$ cat config.mk
export PLATFORM = sky130hd
export DESIGN_NAME = cu_instr_sequencer_flat
export DESIGN_NICKNAME = d
export VERILOG_FILES = /design/src/rtl/cu_isa_pkg.sv /design/src/rtl/cu_instr_sequencer_if.sv /design/src/rtl/sync_fifo.sv /design/src/rtl/cu_instr_sequencer.sv /design/src/flat_wrapper.sv
export SDC_FILE = /design/constraint.sdc
export NUM_CORES = 1
export LEC_CHECK = 0
export BUFFER_PORTS_ARGS = -buffer_cell sky130_fd_sc_hd__buf_2
export CAP_MARGIN = 20
export CORE_MARGIN = 2
export CORE_UTILIZATION = 60
export CTS_BUF_LIST = sky130_fd_sc_hd__clkbuf_8
export DETAILED_ROUTE_END_ITERATION = 6
export PLACE_DENSITY = 0.86
export SYNTH_ARGS = -nofsm -noshare
export SYNTH_HDL_FRONTEND = slang
export SYNTH_SLANG_ARGS = --single-unit
$ cat constraint.sdc
create_clock -name clk -period 2.88 [get_ports clk]
set_input_delay 0.576 -clock clk [delete_from_list [all_inputs] [get_ports clk]]
set_output_delay 0.576 -clock clk [all_outputs]
set_load 0.02 [all_outputs]
$ cat src/rtl/cu_isa_pkg.sv
// cu_isa_pkg: compute-unit ISA constants and sequencer state encoding
package cu_isa_pkg;
    localparam int INSTR_W = 16;
    localparam int DATA_W  = 8;
    localparam logic [3:0] OP_NOP  = 4'd0;
    localparam logic [3:0] OP_LOAD = 4'd1;
    localparam logic [3:0] OP_ADD  = 4'd2;
    localparam logic [3:0] OP_SUB  = 4'd3;
    localparam logic [3:0] OP_AND  = 4'd4;
    localparam logic [3:0] OP_OR   = 4'd5;
    localparam logic [3:0] OP_NOT  = 4'd6;
    localparam logic [3:0] OP_XOR  = 4'd7;
    localparam int OPC_MSB  = 15;
    localparam int OPC_LSB  = 12;
    localparam int TGT_MSB  = 11;
    localparam int TGT_LSB  = 8;
    localparam int SRC0_MSB = 7;
    localparam int SRC0_LSB = 4;
    localparam int SRC1_MSB = 3;
    localparam int SRC1_LSB = 0;
    typedef enum logic [1:0] {S_IDLE, S_RUN, S_DRAIN, S_DONE} seq_state_t;
endpackage

$ cat src/rtl/cu_instr_sequencer_if.sv
// cu_instr_sequencer_if: host, compute-unit and result-stream signals of the sequencer
interface cu_instr_sequencer_if #(parameter int AW = 4) ();
    logic          ena;
    logic          prog_clr;
    logic          load_valid;
    logic [7:0]    load_byte;
    logic          load_ready;
    logic          start;
    logic          busy;
    logic          done;
    logic [7:0]    instr_hi;
    logic [7:0]    instr_lo;
    logic          cu_ena;
    logic [7:0]    result_in;
    logic          res_valid;
    logic [7:0]    res_data;
    logic [AW-1:0] res_idx;
    logic          res_ready;
    modport master (
        output ena, prog_clr, load_valid, load_byte, start, result_in, res_ready,
        input  load_ready, busy, done, instr_hi, instr_lo, cu_ena, res_valid, res_data, res_idx
    );
    modport slave (
        input  ena, prog_clr, load_valid, load_byte, start, result_in, res_ready,
        output load_ready, busy, done, instr_hi, instr_lo, cu_ena, res_valid, res_data, res_idx
    );
endinterface

$ cat src/rtl/sync_fifo.sv
// sync_fifo: small synchronous FIFO with occupancy count, push and pop in the same cycle
module sync_fifo #(
    parameter int W = 8,
    parameter int D = 4,
    localparam int PW = (D > 1) ? $clog2(D) : 1,
    localparam int CW = $clog2(D + 1)
) (
    input  logic          clk,
    input  logic          rst_n,
    input  logic          push_i,
    input  logic [W-1:0]  din_i,
    input  logic          pop_i,
    output logic [W-1:0]  dout_o,
    output logic          valid_o,
    output logic [CW-1:0] count_o
);
    logic [W-1:0]  mem_q [D];
    logic [PW-1:0] wp_q, rp_q;
    logic [CW-1:0] cnt_q;
    logic          do_push, do_pop;

    assign do_pop  = pop_i && cnt_q != '0;
    assign do_push = push_i && (cnt_q != CW'(D) || do_pop);
    assign dout_o  = mem_q[rp_q];
    assign valid_o = cnt_q != '0;
    assign count_o = cnt_q;

    // pointer and occupancy tracking
    always_ff @(posedge clk) begin
        if (!rst_n) begin
            wp_q  <= '0;
            rp_q  <= '0;
            cnt_q <= '0;
        end else begin
            if (do_push) wp_q <= wp_q + 1'b1;
            if (do_pop) rp_q <= rp_q + 1'b1;
            cnt_q <= cnt_q + CW'(do_push) - CW'(do_pop);
        end
    end

    // storage, not reset
    always_ff @(posedge clk) begin
        if (do_push) mem_q[wp_q] <= din_i;
    end
endmodule

$ cat src/rtl/cu_instr_sequencer.sv
// cu_instr_sequencer: loads a byte-serial program, issues it to the compute unit, buffers results
module cu_instr_sequencer
    import cu_isa_pkg::*;
#(
    parameter int DEPTH   = 16,
    parameter int RES_LAT = 2,
    parameter int FIFO_D  = 4,
    localparam int AW = $clog2(DEPTH),
    localparam int CW = $clog2(FIFO_D + 1)
) (
    input logic clk,
    input logic rst_n,
    cu_instr_sequencer_if.slave bus
);
    seq_state_t           state_q;
    logic [INSTR_W-1:0]   mem_q [DEPTH];
    logic [AW:0]          cnt_q, pc_q;
    logic                 phase_q;
    logic [DATA_W-1:0]    hi_q, ihi_q, ilo_q;
    logic                 busy_q, done_q;
    logic [RES_LAT-1:0]   tv_q, tv_d;
    logic [AW-1:0]        ti_q [RES_LAT];
    logic [CW-1:0]        fcnt;
    logic [DATA_W+AW-1:0] fdout;
    logic                 fvalid, idle, load_acc, credit, issue, last, push;

    assign idle           = state_q == S_IDLE;
    assign bus.load_ready = idle && bus.ena && cnt_q != (AW + 1)'(DEPTH);
    assign load_acc       = bus.load_valid && bus.load_ready && !bus.prog_clr && !bus.start;
    // results already promised (in flight or buffered) must never exceed the FIFO
    assign credit         = ($countones(tv_q) + int'(fcnt)) < FIFO_D;
    assign issue          = state_q == S_RUN && bus.ena && credit;
    assign last           = (pc_q + 1'b1) == cnt_q;
    // bit 0 is the newest tag, the top bit is the one whose result is on result_in
    assign tv_d           = bus.ena ? RES_LAT'({tv_q, issue}) : tv_q;
    assign push           = bus.ena && tv_q[RES_LAT-1];
    assign bus.busy       = busy_q;
    assign bus.done       = done_q;
    assign bus.instr_hi   = ihi_q;
    assign bus.instr_lo   = ilo_q;
    assign bus.cu_ena     = bus.ena;
    assign bus.res_valid  = fvalid;
    assign {bus.res_data, bus.res_idx} = fdout;

    // control FSM with registered busy/done/instruction outputs
    always_ff @(posedge clk) begin
        if (!rst_n) begin
            state_q <= S_IDLE;
            pc_q    <= '0;
            ihi_q   <= '0;
            ilo_q   <= '0;
            busy_q  <= 1'b0;
            done_q  <= 1'b0;
        end else begin
            done_q <= bus.ena && state_q == S_DONE;
            if (bus.ena) begin
                {ihi_q, ilo_q} <= issue ? mem_q[pc_q[AW-1:0]] : '0;
                case (state_q)
                    S_IDLE: if (bus.start) begin
                        pc_q    <= '0;
                        state_q <= cnt_q == '0 ? S_DONE : S_RUN;
                        busy_q  <= cnt_q != '0;
                    end
                    S_RUN: if (issue) begin
                        pc_q <= pc_q + 1'b1;
                        if (last) state_q <= S_DRAIN;
                    end
                    S_DRAIN: if (tv_d == '0) begin
                        state_q <= S_DONE;
                        busy_q  <= 1'b0;
                    end
                    S_DONE: state_q <= S_IDLE;
                    default: state_q <= S_IDLE;
                endcase
            end
        end
    end

    // byte-serial loader: high byte is held until its low byte arrives
    always_ff @(posedge clk) begin
        if (!rst_n) begin
            cnt_q   <= '0;
            phase_q <= 1'b0;
            hi_q    <= '0;
        end else if (bus.ena && idle && bus.prog_clr) begin
            cnt_q   <= '0;
            phase_q <= 1'b0;
        end else if (bus.ena && idle && bus.start) begin
            phase_q <= 1'b0;
        end else if (load_acc) begin
            phase_q <= !phase_q;
            if (!phase_q) hi_q <= bus.load_byte;
            else cnt_q <= cnt_q + 1'b1;
        end
    end

    // program RAM write, contents survive reset
    always_ff @(posedge clk) begin
        if (load_acc && phase_q) mem_q[cnt_q[AW-1:0]] <= {hi_q, bus.load_byte};
    end

    // tag valid pipe
    always_ff @(posedge clk) begin
        if (!rst_n) tv_q <= '0;
        else tv_q <= tv_d;
    end

    // tag index pipe, only meaningful where the matching valid bit is set
    always_ff @(posedge clk) begin
        if (bus.ena) begin
            ti_q[0] <= pc_q[AW-1:0];
            for (int i = 1; i < RES_LAT; i++) ti_q[i] <= ti_q[i-1];
        end
    end

    sync_fifo #(.W(DATA_W + AW), .D(FIFO_D)) u_fifo (
        .clk     (clk),
        .rst_n   (rst_n),
        .push_i  (push),
        .din_i   ({bus.result_in, ti_q[RES_LAT-1]}),
        .pop_i   (bus.res_ready),
        .dout_o  (fdout),
        .valid_o (fvalid),
        .count_o (fcnt)
    );
endmodule
$ cat src/flat_wrapper.sv
// flat-port wrapper written by rule: the top's interface ports become plain ports
module cu_instr_sequencer_flat import cu_isa_pkg::*;
#(
    parameter int DEPTH   = 16,
    parameter int RES_LAT = 2,
    parameter int FIFO_D  = 4,
    localparam int AW = $clog2(DEPTH),
    localparam int CW = $clog2(FIFO_D + 1)
)
  (clk, rst_n, bus_ena, bus_prog_clr, bus_load_valid, bus_load_byte, bus_start, bus_result_in, bus_res_ready, bus_load_ready, bus_busy, bus_done, bus_instr_hi, bus_instr_lo, bus_cu_ena, bus_res_valid, bus_res_data, bus_res_idx);
  cu_instr_sequencer_if bus_i ();
  input logic clk;
  input logic rst_n;
  input wire logic [$bits(bus_i.ena)-1:0] bus_ena;
  input wire logic [$bits(bus_i.prog_clr)-1:0] bus_prog_clr;
  input wire logic [$bits(bus_i.load_valid)-1:0] bus_load_valid;
  input wire logic [$bits(bus_i.load_byte)-1:0] bus_load_byte;
  input wire logic [$bits(bus_i.start)-1:0] bus_start;
  input wire logic [$bits(bus_i.result_in)-1:0] bus_result_in;
  input wire logic [$bits(bus_i.res_ready)-1:0] bus_res_ready;
  output wire logic [$bits(bus_i.load_ready)-1:0] bus_load_ready;
  output wire logic [$bits(bus_i.busy)-1:0] bus_busy;
  output wire logic [$bits(bus_i.done)-1:0] bus_done;
  output wire logic [$bits(bus_i.instr_hi)-1:0] bus_instr_hi;
  output wire logic [$bits(bus_i.instr_lo)-1:0] bus_instr_lo;
  output wire logic [$bits(bus_i.cu_ena)-1:0] bus_cu_ena;
  output wire logic [$bits(bus_i.res_valid)-1:0] bus_res_valid;
  output wire logic [$bits(bus_i.res_data)-1:0] bus_res_data;
  output wire logic [$bits(bus_i.res_idx)-1:0] bus_res_idx;
  assign bus_i.ena = bus_ena;
  assign bus_i.prog_clr = bus_prog_clr;
  assign bus_i.load_valid = bus_load_valid;
  assign bus_i.load_byte = bus_load_byte;
  assign bus_i.start = bus_start;
  assign bus_i.result_in = bus_result_in;
  assign bus_i.res_ready = bus_res_ready;
  assign bus_load_ready = bus_i.load_ready;
  assign bus_busy = bus_i.busy;
  assign bus_done = bus_i.done;
  assign bus_instr_hi = bus_i.instr_hi;
  assign bus_instr_lo = bus_i.instr_lo;
  assign bus_cu_ena = bus_i.cu_ena;
  assign bus_res_valid = bus_i.res_valid;
  assign bus_res_data = bus_i.res_data;
  assign bus_res_idx = bus_i.res_idx;
  cu_instr_sequencer #(.DEPTH(DEPTH), .RES_LAT(RES_LAT), .FIFO_D(FIFO_D)) u_core (.clk(clk), .rst_n(rst_n), .bus(bus_i));
endmodule
=== Word-level counts from Yosys, hierarchy flattened ===
Memories as Yosys holds them, arrays and structs flattened. A register that Yosys moved wholly into a read port is not among the register bits.
Index checks and enable logic that the tools add are counted.

* RAM bits: 312
* Memories: 3
* Register bits after elaboration: 48
* Output and inout port bits: 33
* Logic and storage cells: 95

{| class="wikitable"
|+ Memories
! name !! words !! bits a word !! read ports !! clocked after Yosys merged registers in !! wr ports !! line !! text
|-
| u_core.mem_q || 16 || 16 || 1 || 1 || 1 || cu_instr_sequencer.sv:16 || <nowiki>logic [INSTR_W-1:0] mem_q [DEPTH];</nowiki>
|-
| u_core.u_fifo.mem_q || 4 || 12 || 1 || 1 || 1 || sync_fifo.sv:17 || <nowiki>logic [W-1:0] mem_q [D];</nowiki>
|-
| u_core.ti_q || 2 || 4 || 2 || 0 || 2 || cu_instr_sequencer.sv:22 || <nowiki>logic [AW-1:0] ti_q [RES_LAT];</nowiki>
|}

* Equality and inequality tests: 10
* Magnitude comparators: 1
* Mux-type cells: 24
* $add $sub $neg: 8
* Bitwise operators: 4
* Reductions and logical operators: 32

{| class="wikitable"
|+ Operator list
! cell !! count
|-
| 32-bit by 4-bit adder with 32-bit output || 1
|-
| 32-bit by 4-bit < comparator with 1-bit output (second input constant) || 1
|-
| 16-bit two-way mux || 1
|-
| 2-bit two-way mux || 8
|-
| 1-bit logical AND || 14
|-
| 4-bit AND reduction || 3
|-
| 5-bit by 1-bit adder with 5-bit output (second input constant) || 2
|-
| 5-bit two-way mux || 2
|-
| 5-bit one-hot mux with 2 select lines || 1
|-
| 1-bit two-way mux || 8
|-
| 4-bit two-way mux || 2
|-
| 2-bit one-hot mux with 4 select lines || 1
|-
| 2-bit by 1-bit != test with 1-bit output (second input constant) || 3
|-
| 5-bit == test || 1
|-
| 5-bit logical NOT || 1
|-
| 5-bit != test (second input constant) || 1
|-
| 5-bit AND reduction || 1
|-
| 5-bit nonzero test || 1
|-
| 2-bit by 1-bit adder with 2-bit output (second input constant) || 2
|-
| 2-bit == test (second input constant) || 2
|-
| 2-bit logical NOT || 2
|-
| 1-bit NOT || 4
|-
| 2-bit nonzero test || 2
|-
| 3-bit by 1-bit adder with 3-bit output || 1
|-
| other kinds (12) || 14
|}

=== Logic depth before layout (Yosys ltp) ===
Gate-level depths: netlist of the first run.

* Depth in word-level cells: 9
* Mapped depth: 10

=== Hierarchy ===
From an unflattened synthesis of the first run, not the netlist that was laid out.

* Cells, all modules: 688
* Area total of the unflattened synthesis: 14273.7 um^2

{| class="wikitable"
|+ Modules (own cells, without submodules)
! module !! times used !! area an instance (um^2) !! seq. area each (um^2) !! cells an instance
|-
| cu_instr_sequencer || 1 || 12081.6 || 8828.5 || 579
|-
| sync_fifo || 1 || 2192.1 || 1621.6 || 109
|}

=== Least setup slack after synthesis of the first run ===
Ideal clock, no wire load.

* Kind: flip-flop to flip-flop
* From: register u_core.cnt_q[3]
* To: memory u_core.mem_q[7][0], enable pin
* Library setup time: 0.388 ns
* Data required time: 2.492 ns
* Clock period less this slack: 2.448 ns
* Buffers on the path: 3
* Cell stages (with the launch flop): 8
* Arrival: 2.059 ns
* Setup slack: 0.432 ns
* Cells stage by stage: dfxtp_1 clkbuf_1 or2_2 clkbuf_1 o2111a_1 buf_2 nand2_1 nor2_1

* Cells in the longest elaborated chain, start to end: 8

{| class="wikitable"
|+ RTL lines
! element !! line !! text
|-
| start, declared || cu_instr_sequencer.sv:17 || <nowiki>logic [AW:0] cnt_q, pc_q;</nowiki>
|-
| start signal, assigned || cu_instr_sequencer.sv:93 || <nowiki>else cnt_q <= cnt_q + 1'b1;</nowiki>
|-
| 5-bit != test || cu_instr_sequencer.sv:28 || <nowiki>assign bus.load_ready = idle && bus.ena && cnt_q != (AW + 1)'(DEPTH);</nowiki>
|-
| 1-bit logical AND || cu_instr_sequencer.sv:28 ||
|-
| 1-bit logical AND (3 in series) || cu_instr_sequencer.sv:29 || <nowiki>assign load_acc = bus.load_valid && bus.load_ready && !bus.prog_clr && !bus.start;</nowiki>
|-
| 1-bit logical AND || cu_instr_sequencer.sv:99 || <nowiki>if (load_acc && phase_q) mem_q[cnt_q[AW-1:0]] <= {hi_q, bus.load_byte};</nowiki>
|-
| 1-bit two-way mux || cu_instr_sequencer.sv:99 ||
|-
| 1-bit two-way mux (implied by the code) || cu_instr_sequencer.sv:99 ||
|-
| end, declared || cu_instr_sequencer.sv:16 ||
|}

Parallel ways exist; a longest one is shown, timed or not.

=== Worst setup path after layout of the first run ===
* From: register u_core.state_q[0]
* To: output bus_load_ready

* Cells in the longest elaborated chain, start to end: 3

{| class="wikitable"
|+ RTL lines
! element !! line !! text
|-
| start, declared || cu_instr_sequencer.sv:15 || <nowiki>seq_state_t state_q;</nowiki>
|-
| start signal, assigned || cu_instr_sequencer.sv:61 || <nowiki>state_q <= cnt_q == '0 ? S_DONE : S_RUN;</nowiki>
|-
| 2-bit logical NOT || cu_instr_sequencer.sv:27 || <nowiki>assign idle = state_q == S_IDLE;</nowiki>
|-
| 1-bit logical AND (2 in series) || cu_instr_sequencer.sv:28 ||
|-
| end, declared || flat_wrapper.sv:21 || <nowiki>output wire logic [$bits(bus_i.load_ready)-1:0] bus_load_ready;</nowiki>
|}

Every way passes these cells.

==> results of run 1 <==
[layer usage]
metal	routed length [um]	track usage, %	vias up	share of wire (%)
met2	14980	41.08	393	51
met4	1075	10.47	0	3.6
met5	0	0	-	0
met1	11160	32.14	3596	38
li1	-	-	3026	-
met3	2428	5.743	80	8.2
[cell families (layout without fill, tap and decap cells)]
logic type	after synthesis	after routing	share of synthesized area, %
AO/OA/AOI/OAI	39	39	2.234
XOR/XNOR	16	16	0.9814
adder cells (fa/ha/maj)	18	18	1.630
buffers and inverters	48	198	2.138
flip-flops	366	366	73.18
multiplexers	106	106	16.28
AND/OR/NAND/NOR	94	94	3.557
[state kept, by name, summed over array words and instances, names as in the netlist, 5 cells and up, named ones only]
signal               count
u_core.hi_q              8
u_core.u_fifo.mem_q     48
u_core.ti_q              8
u_core.bus.instr_hi      8
u_core.pc_q              5
u_core.bus.instr_lo      8
u_core.cnt_q             5
u_core.mem_q           256
[cell usage in the layout (no fill, tap or decap), types with 17 or more instances in the layout]
master and count:
mux4_1 30, clkbuf_8 57, buf_2 55, mux4_2 62, buf_4 25, ha_1 17, edfxtp_1 312, dfxtp_1 52
nor2_1 22, inv_1 33
[metrics by stage]
step / utilization (%) / hold slack (ns) / instance area (um2)
after floorplan: - / 0.4003 / 14280
after global placement: 63.87 / 0.4052 / 14950
after detailed placement: 63.87 / 0.4057 / 14950
after CTS: 68.30 / 0.1793 / 15980
after global routing: 68.30 / 0.1984 / 15980
final: 68.30 / 0.2033 / 15980
[final cells by class]
| cell class | count | area (um2) | area share, % |
|---|---|---|---|
| clock buffer | 57 | 784.5 | 4.908 |
| clock inverter | 46 | 252.7 | 1.581 |
| inverter | 12 | 45.04 | 0.2818 |
| multi-input combinational | 273 | 3525 | 22.05 |
| sequential | 366 | 10460 | 65.41 |
| tap | 319 | 399.1 | 2.497 |
| timing repair buffer | 83 | 523.0 | 3.272 |
[power by group through the flow]
stage | sequential, mW | clock (mW) | combinational [mW]
floorplan | 5.99 | 0 | 0.570
global placement | 5.99 | 0 | 0.789
detailed placement | 6.00 | 0 | 0.834
CTS | 5.89 | 4.01 | 0.836
global route | 5.90 | 4.22 | 0.907
finish | 5.89 | 3.95 | 0.832
[final timing paths]
kind	depth (start not counted)	to	from	slack, ns
worst max-delay path	5	bus_load_ready	u_core.state_q[0]$_SDFFE_PN0P_	0.39
worst min-delay path	1	u_core.u_fifo.mem_q[0][4]$_DFFE_PP_	bus_result_in[0]	0.20
worst max register to register	7	u_core.mem_q[1][14]$_DFFE_PP_	u_core.state_q[0]$_SDFFE_PN0P_	0.44
worst min register to register	0	u_core.ti_q[0][7]$_DFFE_PP_	u_core.ti_q[0][3]$_DFFE_PP_	0.42
==> impl_metrics.env, run 1 <==
export IMPL_grt_ovfl_total=0
export IMPL_cp_end_kind="output pin"
export IMPL_cts_tree="done"
export IMPL_grt_pass1_vias=7254
export IMPL_antenna_found_initial=1
export IMPL_cp_num_buf_inv=2
export IMPL_numCtsBuffers=55
export IMPL_initial_core_util_pct=61.02
export IMPL_path_cells="inv_1 -> ha_1 -> and2_1 -> o21a_1 -> buf_2"
export IMPL_row_count=56
export IMPL_slowest_stage="dfxtp_1"
export IMPL_die_area_um2=25050
export IMPL_hold_viol_final=0
export IMPL_clkTransAtPathRegs_ns=0.07
export IMPL_crit_arrival_ns=1.91
export IMPL_synth_nets=728
export IMPL_synth_commonest_cells="edfxtp_1, mux4_2, dfxtp_1"
export IMPL_p_leak_nw=5.237
export IMPL_nets=832
export IMPL_drt_total_wl_um=29640
export IMPL_core_area_um2=23400
export IMPL_ioPinCount=56
export IMPL_ctsResizeCount=0
export IMPL_syn_area_um2=14280
export IMPL_place_congestion=0.9099
export IMPL_ys_async_sr_fraction_pct=0
export IMPL_dp_hpwl_um=18760
export IMPL_max_freq_ghz=0.4021
export IMPL_p_sw_mw=2.473
export IMPL_drv_cap=0
export IMPL_fillers=1460
export IMPL_synth_cell_types=44
export IMPL_syn_avg_cell_area_um2=20.79
export IMPL_cts_num_sinks=366
export IMPL_synth_top_area_share_pct=65.61
export IMPL_post_route_period_util_pct=86.35
export IMPL_cts_setup_buffers=0
export IMPL_grt_max_degree=62
export IMPL_dp_slack_ns=0.4141
export IMPL_placed_cells=1053
export IMPL_final_cells=1156
export IMPL_numPortBuffers=55
export IMPL_chipWidth_um=158.3
export IMPL_drt_antenna_violating_nets=0
export IMPL_grt_pass1_wl_um=44220
export IMPL_synthMostInstantiatedCell="edfxtp_1"
export IMPL_p_total_mw=10.67
export IMPL_yosys_warnings=0
export IMPL_antenna_cells=0
export IMPL_path_max_fanout=7
export IMPL_ctsLongestPathBuffers=3
export IMPL_cts_hold_buf=0
export IMPL_fin_crit_ns=2.487
export IMPL_hold_class="in -> reg"
export IMPL_worst_pin_slew_ns=0.8580
export IMPL_wire_per_inst_um=25.64
export IMPL_pwr_share_clk_pct=37.0
export IMPL_yosys_most_used_dff="edfxtp_1"
export IMPL_die_h_um=158.3
export IMPL_setup_worst_path_start_class="register"
export IMPL_area_delta_synth_final_pct=11.93
export IMPL_tns_ns=0
export IMPL_finalSetupViolations=0
export IMPL_peakVddDrop_uv=476.9
export IMPL_rsz0062_at_grt="no"
export IMPL_h_tree_depth=2
export IMPL_syn_inst=687
export IMPL_grt_use_total_pct=24.81
export IMPL_finalClockSkew_ns=0.02659
export IMPL_critPathTopFamily="flip-flops"
export IMPL_status="finished, final reports clean"
export IMPL_slew_viol_final=0
export IMPL_power_density_nw_per_um2=667.6
export IMPL_ys_ff_latch=366
export IMPL_layout_drive_gt1_share_pct=26.52
export IMPL_netSwitchingFraction_pct=23.17
export IMPL_yosysSeqAreaShare_pct=73.18
export IMPL_relSlewSlack_pct=42.72
export IMPL_yosysTopAreaCell="edfxtp_1"
export IMPL_first_iter_violations=790
export IMPL_synth_edf_count=312
export IMPL_path_class="reg -> out"
export IMPL_combPwrFrac_pct=7.8
export IMPL_worst_slack_ns=0.3931
export IMPL_required_ns=2.30
export IMPL_seq_power_share_pct=55.2
export IMPL_drc_errors=0
export IMPL_synth_area_top_cells="edfxtp_1, mux4_2, dfxtp_1"
export IMPL_intPower_mw=8.198
export IMPL_num_vias=7095
export IMPL_root_buffer="clkbuf_8"
export IMPL_firstDrtPassIters=5
export IMPL_clock_latency_ns=0.60
export IMPL_viasPerCell=6.138
export IMPL_worst_path_largest_cell_delay_ns=0.34
(Power assumes the default switching activity.)
==> run 2, diff against run 1 <==
--- a/config.mk
+++ b/config.mk
@@ -8,7 +8,7 @@
 export BUFFER_PORTS_ARGS = -buffer_cell sky130_fd_sc_hd__buf_2
 export CAP_MARGIN = 20
 export CORE_MARGIN = 2
-export CORE_UTILIZATION = 60
+export CORE_UTILIZATION = 58
 export CTS_BUF_LIST = sky130_fd_sc_hd__clkbuf_8
 export DETAILED_ROUTE_END_ITERATION = 6
 export PLACE_DENSITY = 0.86
==> constraint.sdc (replaced) <==
create_clock -name clk -period 2.1 [get_ports clk]
set_input_delay 0.42 -clock clk [delete_from_list [all_inputs] [get_ports clk]]
set_output_delay 0.42 -clock clk [all_outputs]
set_load 0.02 [all_outputs]
==> run 2 against run 1 <==
The flow now finishes with violations (setup timing). Die area grew 3.4%. Register-to-register slack lost 0.53 ns. Cell count grew 4.8%. Global-route usage shrank 0.19 points. Sequential power grew 38%. Count of clock-buffer cells in the layout grew 3. Critical path depth shrank 2. Sequential share of layout area shrank 4.3 points. Utilization grew 2.3 points. Hold slack lost 0.16 ns. Clock skew grew 0.0097 ns.
==> impl_metrics.env, run 2 (synthesized netlist as in run 1, its figures left out) <==
export IMPL_status="finished, violations left"
export IMPL_violations="setup timing"
export IMPL_path_max_fanout=6
export IMPL_p_leak_nw=5.651
export IMPL_first_iter_violations=863
export IMPL_worst_pin_slew_ns=0.6250
export IMPL_setup_worst_path_start_class="register"
export IMPL_largest_register="u_core.mem_q"
export IMPL_ioPinCount=56
export IMPL_cp_end_kind="output pin"
export IMPL_grt_ovfl_total=0
export IMPL_num_vias=7504
export IMPL_rsz0062_at_grt="yes"
export IMPL_antenna_found_initial=0
export IMPL_clkTransAtPathRegs_ns=0.06
export IMPL_path_class="reg -> out"
export IMPL_mostFrequentLayoutCells="edfxtp_1, mux4_2, clkbuf_8"
export IMPL_viasPerCell=6.191
export IMPL_grt_pass1_wl_um=47040
export IMPL_die_area_um2=25890
export IMPL_worst_path_largest_cell_delay_ns=0.51
export IMPL_layout_drive_gt1_share_pct=38.85
export IMPL_grt_max_degree=35
export IMPL_clock_latency_ns=0.62
export IMPL_cts_num_sinks=366
export IMPL_grt_pass1_vias=7794
export IMPL_nets=882
export IMPL_drv_cap=0
export IMPL_fin_util_pct=70.65
export IMPL_numPortBuffers=55
export IMPL_drc_errors=0
export IMPL_fin_crit_ns=2.201
export IMPL_place_congestion=0.7721
export IMPL_slowest_stage="mux4_2"
export IMPL_largest_reg_flops=256
export IMPL_wire_per_inst_um=26.29
export IMPL_multi_input_area_um2=3627
export IMPL_drt_total_wl_um=31870
export IMPL_path_cells="buf_12 -> mux4_2 -> buf_6"
export IMPL_placed_cells=1090
export IMPL_slew_viol_final=0
export IMPL_post_route_period_util_pct=104.8
export IMPL_chipWidth_um=160.9
export IMPL_hold_viol_final=0
export IMPL_row_count=57
export IMPL_dp_hpwl_um=18070
export IMPL_crit_arrival_ns=1.78
export IMPL_final_common_cell="edfxtp_1"
export IMPL_grt_use_total_pct=24.62
export IMPL_firstDrtPassIters=5
export IMPL_seqCellArea_um2=10470
export IMPL_reg_top3="u_core.mem_q x256, u_core.u_fifo.mem_q x48"
export IMPL_finalSetupViolations=14
export IMPL_cts_tree="done"
export IMPL_peakVddDrop_uv=609.0
export IMPL_cp_num_buf_inv=2
export IMPL_h_tree_depth=2
export IMPL_core_area_um2=24250
export IMPL_root_buffer="clkbuf_8"
export IMPL_required_ns=1.68
export IMPL_final_cells=1212
export IMPL_initial_core_util_pct=58.89
export IMPL_finalClockSkew_ns=0.03627
export IMPL_antenna_cells=0
export IMPL_critPathTopFamily="multiplexers"
export IMPL_die_h_um=160.9
export IMPL_relSlewSlack_pct=58.27
export IMPL_worst_slack_ns=-0.1007
export IMPL_ctsLongestPathBuffers=3
export IMPL_area_delta_synth_final_pct=19.96
export IMPL_drt_antenna_violating_nets=0
export IMPL_numCtsBuffers=55
export IMPL_max_freq_ghz=0.4544
export IMPL_fillers=1387
export IMPL_hold_class="in -> reg"
export IMPL_power_density_nw_per_um2=909.9
run 2: worst paths after layout:
path	start	to	slack, ns	depth (start not counted)
hold reg to reg	u_core.ti_q[0][0]$_DFFE_PP_	u_core.ti_q[0][4]$_DFFE_PP_	0.42	0
setup reg to reg	u_core.u_fifo.count_o[0]$_SDFF_PN0_	u_core.u_fifo.count_o[2]$_SDFF_PN0_	-0.09	9
hold / removal	bus_result_in[1]	u_core.u_fifo.mem_q[1][5]$_DFFE_PP_	0.05	1
setup / recovery	register	bus_res_data[5]	-0.10	3
run 2: report_power, final:
group          leakage (nW)  internal (mW)  switching, mW
clock network         0.673           3.16           2.71
logic                  1.79          0.856          0.758
registers              3.18           7.98          0.122
total                  5.65           12.0           3.59
run 2: routing by layer:
metal | global-route usage (%) | part of all wire, %
met2 | 42.39 | 52
met4 | 8.888 | 2.8
met3 | 5.449 | 7.8
met1 | 31.17 | 37
met5 | 0 | 0
run 2: cell type report:
| type | count | share of cell area [%] |
|---|---|---|
| clock inverters | 44 | 1.804 |
| flip-flops and latches | 366 | 61.10 |
| inverters | 12 | 0.2629 |
| repair buffers | 133 | 8.473 |
| well taps | 324 | 2.367 |
| multi-input cells | 273 | 21.17 |
| clock buffers | 60 | 4.821 |
run 2: timing repair:
action                     4_1_cts  5_1_grt
setup endpoints to repair      124       41
cloned                           4        4
gates resized for setup         55       36
setup buffers                    4        7
hold buffers                     0        0
pin swaps                        3       17
run 2: stage by stage:
| stage | power, mW | hold slack [ns] | area (um2) | setup TNS [ns] | setup slack (ns) |
|---|---|---|---|---|---|
| floorplan | 9.069 | 0.4003 | 14440 | -0.4407 | -0.08619 |
| global placement | 9.432 | 0.4035 | 15620 | -0.03991 | -0.03991 |
| detailed placement | 9.534 | 0.4071 | 15620 | -11.01 | -0.1084 |
| CTS | 15.62 | 0.01998 | 17030 | -1.705 | -0.1404 |
| global route | 16.13 | 0.02062 | 17130 | -2.254 | -0.1664 |
| finish | 15.59 | 0.04786 | 17130 | -1.166 | -0.1007 |
==> run 3, diff against run 2 <==
--- a/config.mk
+++ b/config.mk
@@ -5,6 +5,7 @@
 export SDC_FILE = /design/constraint.sdc
 export NUM_CORES = 1
 export LEC_CHECK = 0
+export ABC_AREA = 1
 export BUFFER_PORTS_ARGS = -buffer_cell sky130_fd_sc_hd__buf_2
 export CAP_MARGIN = 20
 export CORE_MARGIN = 2
==> run 3 against run 2 <==
Cell count increased by 44%. Non-clock buffer count decreased by 17. The flow still finishes with violations (setup timing). Global-route usage increased by 0.48 points. Critical path depth increased by 3. Utilization decreased by 3.3 points. Die area increased by 2.4%. Count of clock-buffer cells in the layout decreased by 4.
==> impl_metrics.env, run 3 <==
export IMPL_status="finished, violations left"
export IMPL_violations="setup timing"
export IMPL_path_max_fanout=7
export IMPL_tns_ns=-0.01636
export IMPL_post_route_period_util_pct=100.8
export IMPL_worst_path_largest_cell_delay_ns=0.34
export IMPL_netSwitchingFraction_pct=26.22
export IMPL_path_class="reg -> out"
export IMPL_cts_tree="done"
export IMPL_path_cells="buf_6 -> inv_6 -> buf_6 -> nor2_1 -> o22ai_1 -> buf_4"
export IMPL_grt_pass1_wl_um=51430
export IMPL_finalSetupViolations=1
export IMPL_p_sw_mw=3.952
export IMPL_synth_commonest_cells="edfxtp_1, nand2_1, nand3_1"
export IMPL_drv_cap=0
export IMPL_firstDrtPassIters=6
export IMPL_wire_per_inst_um=19.33
export IMPL_setup_worst_path_start_class="register"
export IMPL_place_congestion=0.8724
export IMPL_yosys_warnings=0
export IMPL_synth_edf_count=312
export IMPL_required_ns=1.68
export IMPL_antenna_found_initial=0
export IMPL_slew_viol_final=0
export IMPL_power_density_nw_per_um2=897.2
export IMPL_core_area_um2=24960
export IMPL_cts_hold_buf=0
export IMPL_syn_avg_cell_area_um2=11.57
export IMPL_relSlewSlack_pct=48.33
export IMPL_worst_pin_slew_ns=0.7740
export IMPL_h_tree_depth=2
export IMPL_crit_arrival_ns=1.70
export IMPL_yosysSeqAreaShare_pct=71.41
export IMPL_grt_max_degree=92
export IMPL_numCtsBuffers=52
export IMPL_largest_register="u_core.mem_q"
export IMPL_cts_num_sinks=366
export IMPL_synth_cell_types=33
export IMPL_viasPerCell=5.888
export IMPL_intPower_mw=11.12
export IMPL_grt_use_total_pct=25.11
export IMPL_synth_nets=1306
export IMPL_hold_viol_final=0
export IMPL_max_freq_ghz=0.4725
export IMPL_yosys_most_used_dff="edfxtp_1"
export IMPL_initial_core_util_pct=58.62
export IMPL_root_buffer="clkbuf_8"
export IMPL_ys_async_sr_fraction_pct=0
export IMPL_numPortBuffers=55
export IMPL_rr_worst_depth=10
export IMPL_p_total_mw=15.07
export IMPL_slowest_stage="dfxtp_2"
export IMPL_synthMostInstantiatedCell="edfxtp_1"
export IMPL_multi_input_area_um2=3775
export IMPL_layout_drive_gt1_share_pct=16.83
export IMPL_synth_area_top_cells="edfxtp_1, nand3_1, nand2_1"
export IMPL_mostFrequentLayoutCells="edfxtp_1, nand2_1, nand3_1"
export IMPL_dp_hpwl_um=20730
export IMPL_grt_ovfl_total=0
export IMPL_ioPinCount=56
export IMPL_syn_area_um2=14630
export IMPL_holdPathStages=1
export IMPL_finalClockSkew_ns=0.03620
export IMPL_drc_errors=0
export IMPL_synth_top_area_share_pct=64.02
export IMPL_die_area_um2=26520
export IMPL_area_delta_synth_final_pct=14.80
export IMPL_ctsLongestPathBuffers=3
export IMPL_first_iter_violations=1409
export IMPL_rsz0062_at_grt="yes"
export IMPL_ys_ff_latch=366
export IMPL_chipWidth_um=162.8
export IMPL_combPwrFrac_pct=12.7
export IMPL_largest_reg_flops=256
export IMPL_grt_pass1_vias=9887
export IMPL_nets=1411
export IMPL_row_count=58
export IMPL_hold_class="in -> reg"
export IMPL_final_common_cell="edfxtp_1"
export IMPL_p_leak_nw=6.243
export IMPL_path_common_cell="buf_6"
export IMPL_worst_slack_ns=-0.01636
export IMPL_cp_end_kind="output pin"
export IMPL_fin_crit_ns=2.116
export IMPL_antenna_cells=0
export IMPL_seq_power_share_pct=53.8
export IMPL_die_h_um=162.8
export IMPL_fillers=1559
export IMPL_syn_inst=1265
export IMPL_num_vias=10269
export IMPL_reg_top3="u_core.mem_q x256, u_core.u_fifo.mem_q x48"
export IMPL_yosysTopAreaCell="edfxtp_1"
export IMPL_seqCellArea_um2=10460
export IMPL_clock_latency_ns=0.59
export IMPL_drt_antenna_violating_nets=0
export IMPL_drt_total_wl_um=33700
export IMPL_pwr_share_clk_pct=33.4
export IMPL_clkTransAtPathRegs_ns=0.06
export IMPL_peakVddDrop_uv=501.8
## run 3: worst paths after layout
kind / endpoint / start / slack, ns
worst max-delay path: bus_res_idx[1] / register / -0.02
worst min-delay path: u_core.u_fifo.mem_q[3][7]$_DFFE_PP_ / bus_result_in[3] / 0.06
worst max register to register: u_core.u_fifo.count_o[2]$_SDFF_PN0_ / u_core.u_fifo.count_o[2]$_SDFF_PN0_ / 0.05
worst min register to register: u_core.ti_q[0][5]$_DFFE_PP_ / u_core.ti_q[0][1]$_DFFE_PP_ / 0.43
## run 3: cells by family (layout without fill, tap and decap cells)
logic type	Yosys count	count (layout)	share of synthesized area, %
AND/OR/NAND/NOR	658	658	19.62
flip-flops	366	366	71.41
buffers and inverters	118	267	3.471
XOR/XNOR	5	5	0.2992
adder cells (fa/ha/maj)	18	18	1.590
AO/OA/AOI/OAI	100	100	3.608
## run 3: power by group through the flow
| stage | Clock, mW | Sequential [mW] | Combinational, mW |
|---|---|---|---|
| CTS | 5.05 | 8.10 | 1.76 |
| finish | 5.04 | 8.12 | 1.92 |
| global placement | 0 | 8.24 | 1.62 |
| floorplan | 0 | 8.21 | 1.17 |
| detailed placement | 0 | 8.25 | 1.71 |
| global route | 5.37 | 8.12 | 2.08 |
## run 3: critical path, delay by kind of cell (launching register included)
family	cells	cell delay, ns
buffers and inverters	4	0.53
AOI/OAI and AO/OA	1	0.21
and+or+nand+nor	1	0.05
DFF	1	0.34
## run 3: routing by layer
metal / vias to the layer above / global-route usage (%) / part of all wire (%)
met5: - / 0 / 0
met4: 0 / 12.15 / 4.0
met3: 100 / 4.023 / 9.4
met2: 646 / 43.57 / 50
met1: 4873 / 30.84 / 36
li1: 4650 / - / -
## run 3: layout make-up
cell class	count	share of cell area, %
Clock inverter	42	1.072
Timing Repair Buffer	116	5.846
Multi-Input combinational cell	781	22.47
Timing Repair inverter	1	0.04469
Sequential cell	366	62.28
Inverter	52	1.236
Clock buffer	56	4.588
Tap cell	330	2.458
## run 3: repair_timing
action	4_1_cts	5_1_grt
gates resized for setup	17	42
setup buffers	0	4
gates cloned	2	1
endpoints found under the setup margin	13	215
pin swaps	2	7
## run 3: stage by stage
| stage | util, % | hold WS (ns) | area (um2) | std cells | setup slack, ns |
|---|---|---|---|---|---|
| after floorplan | - | 0.4003 | 14640 | 1265 | -0.2371 |
| after global placement | 62.72 | 0.4018 | 15660 | 1639 | 0.08641 |
| after detailed placement | 62.72 | 0.4138 | 15660 | 1639 | -0.001236 |
| after CTS | 66.71 | 0.04752 | 16650 | 1739 | 0.001683 |
| after global routing | 67.30 | 0.04322 | 16800 | 1744 | -0.04650 |
| final | 67.30 | 0.06428 | 16800 | 1744 | -0.01636 |
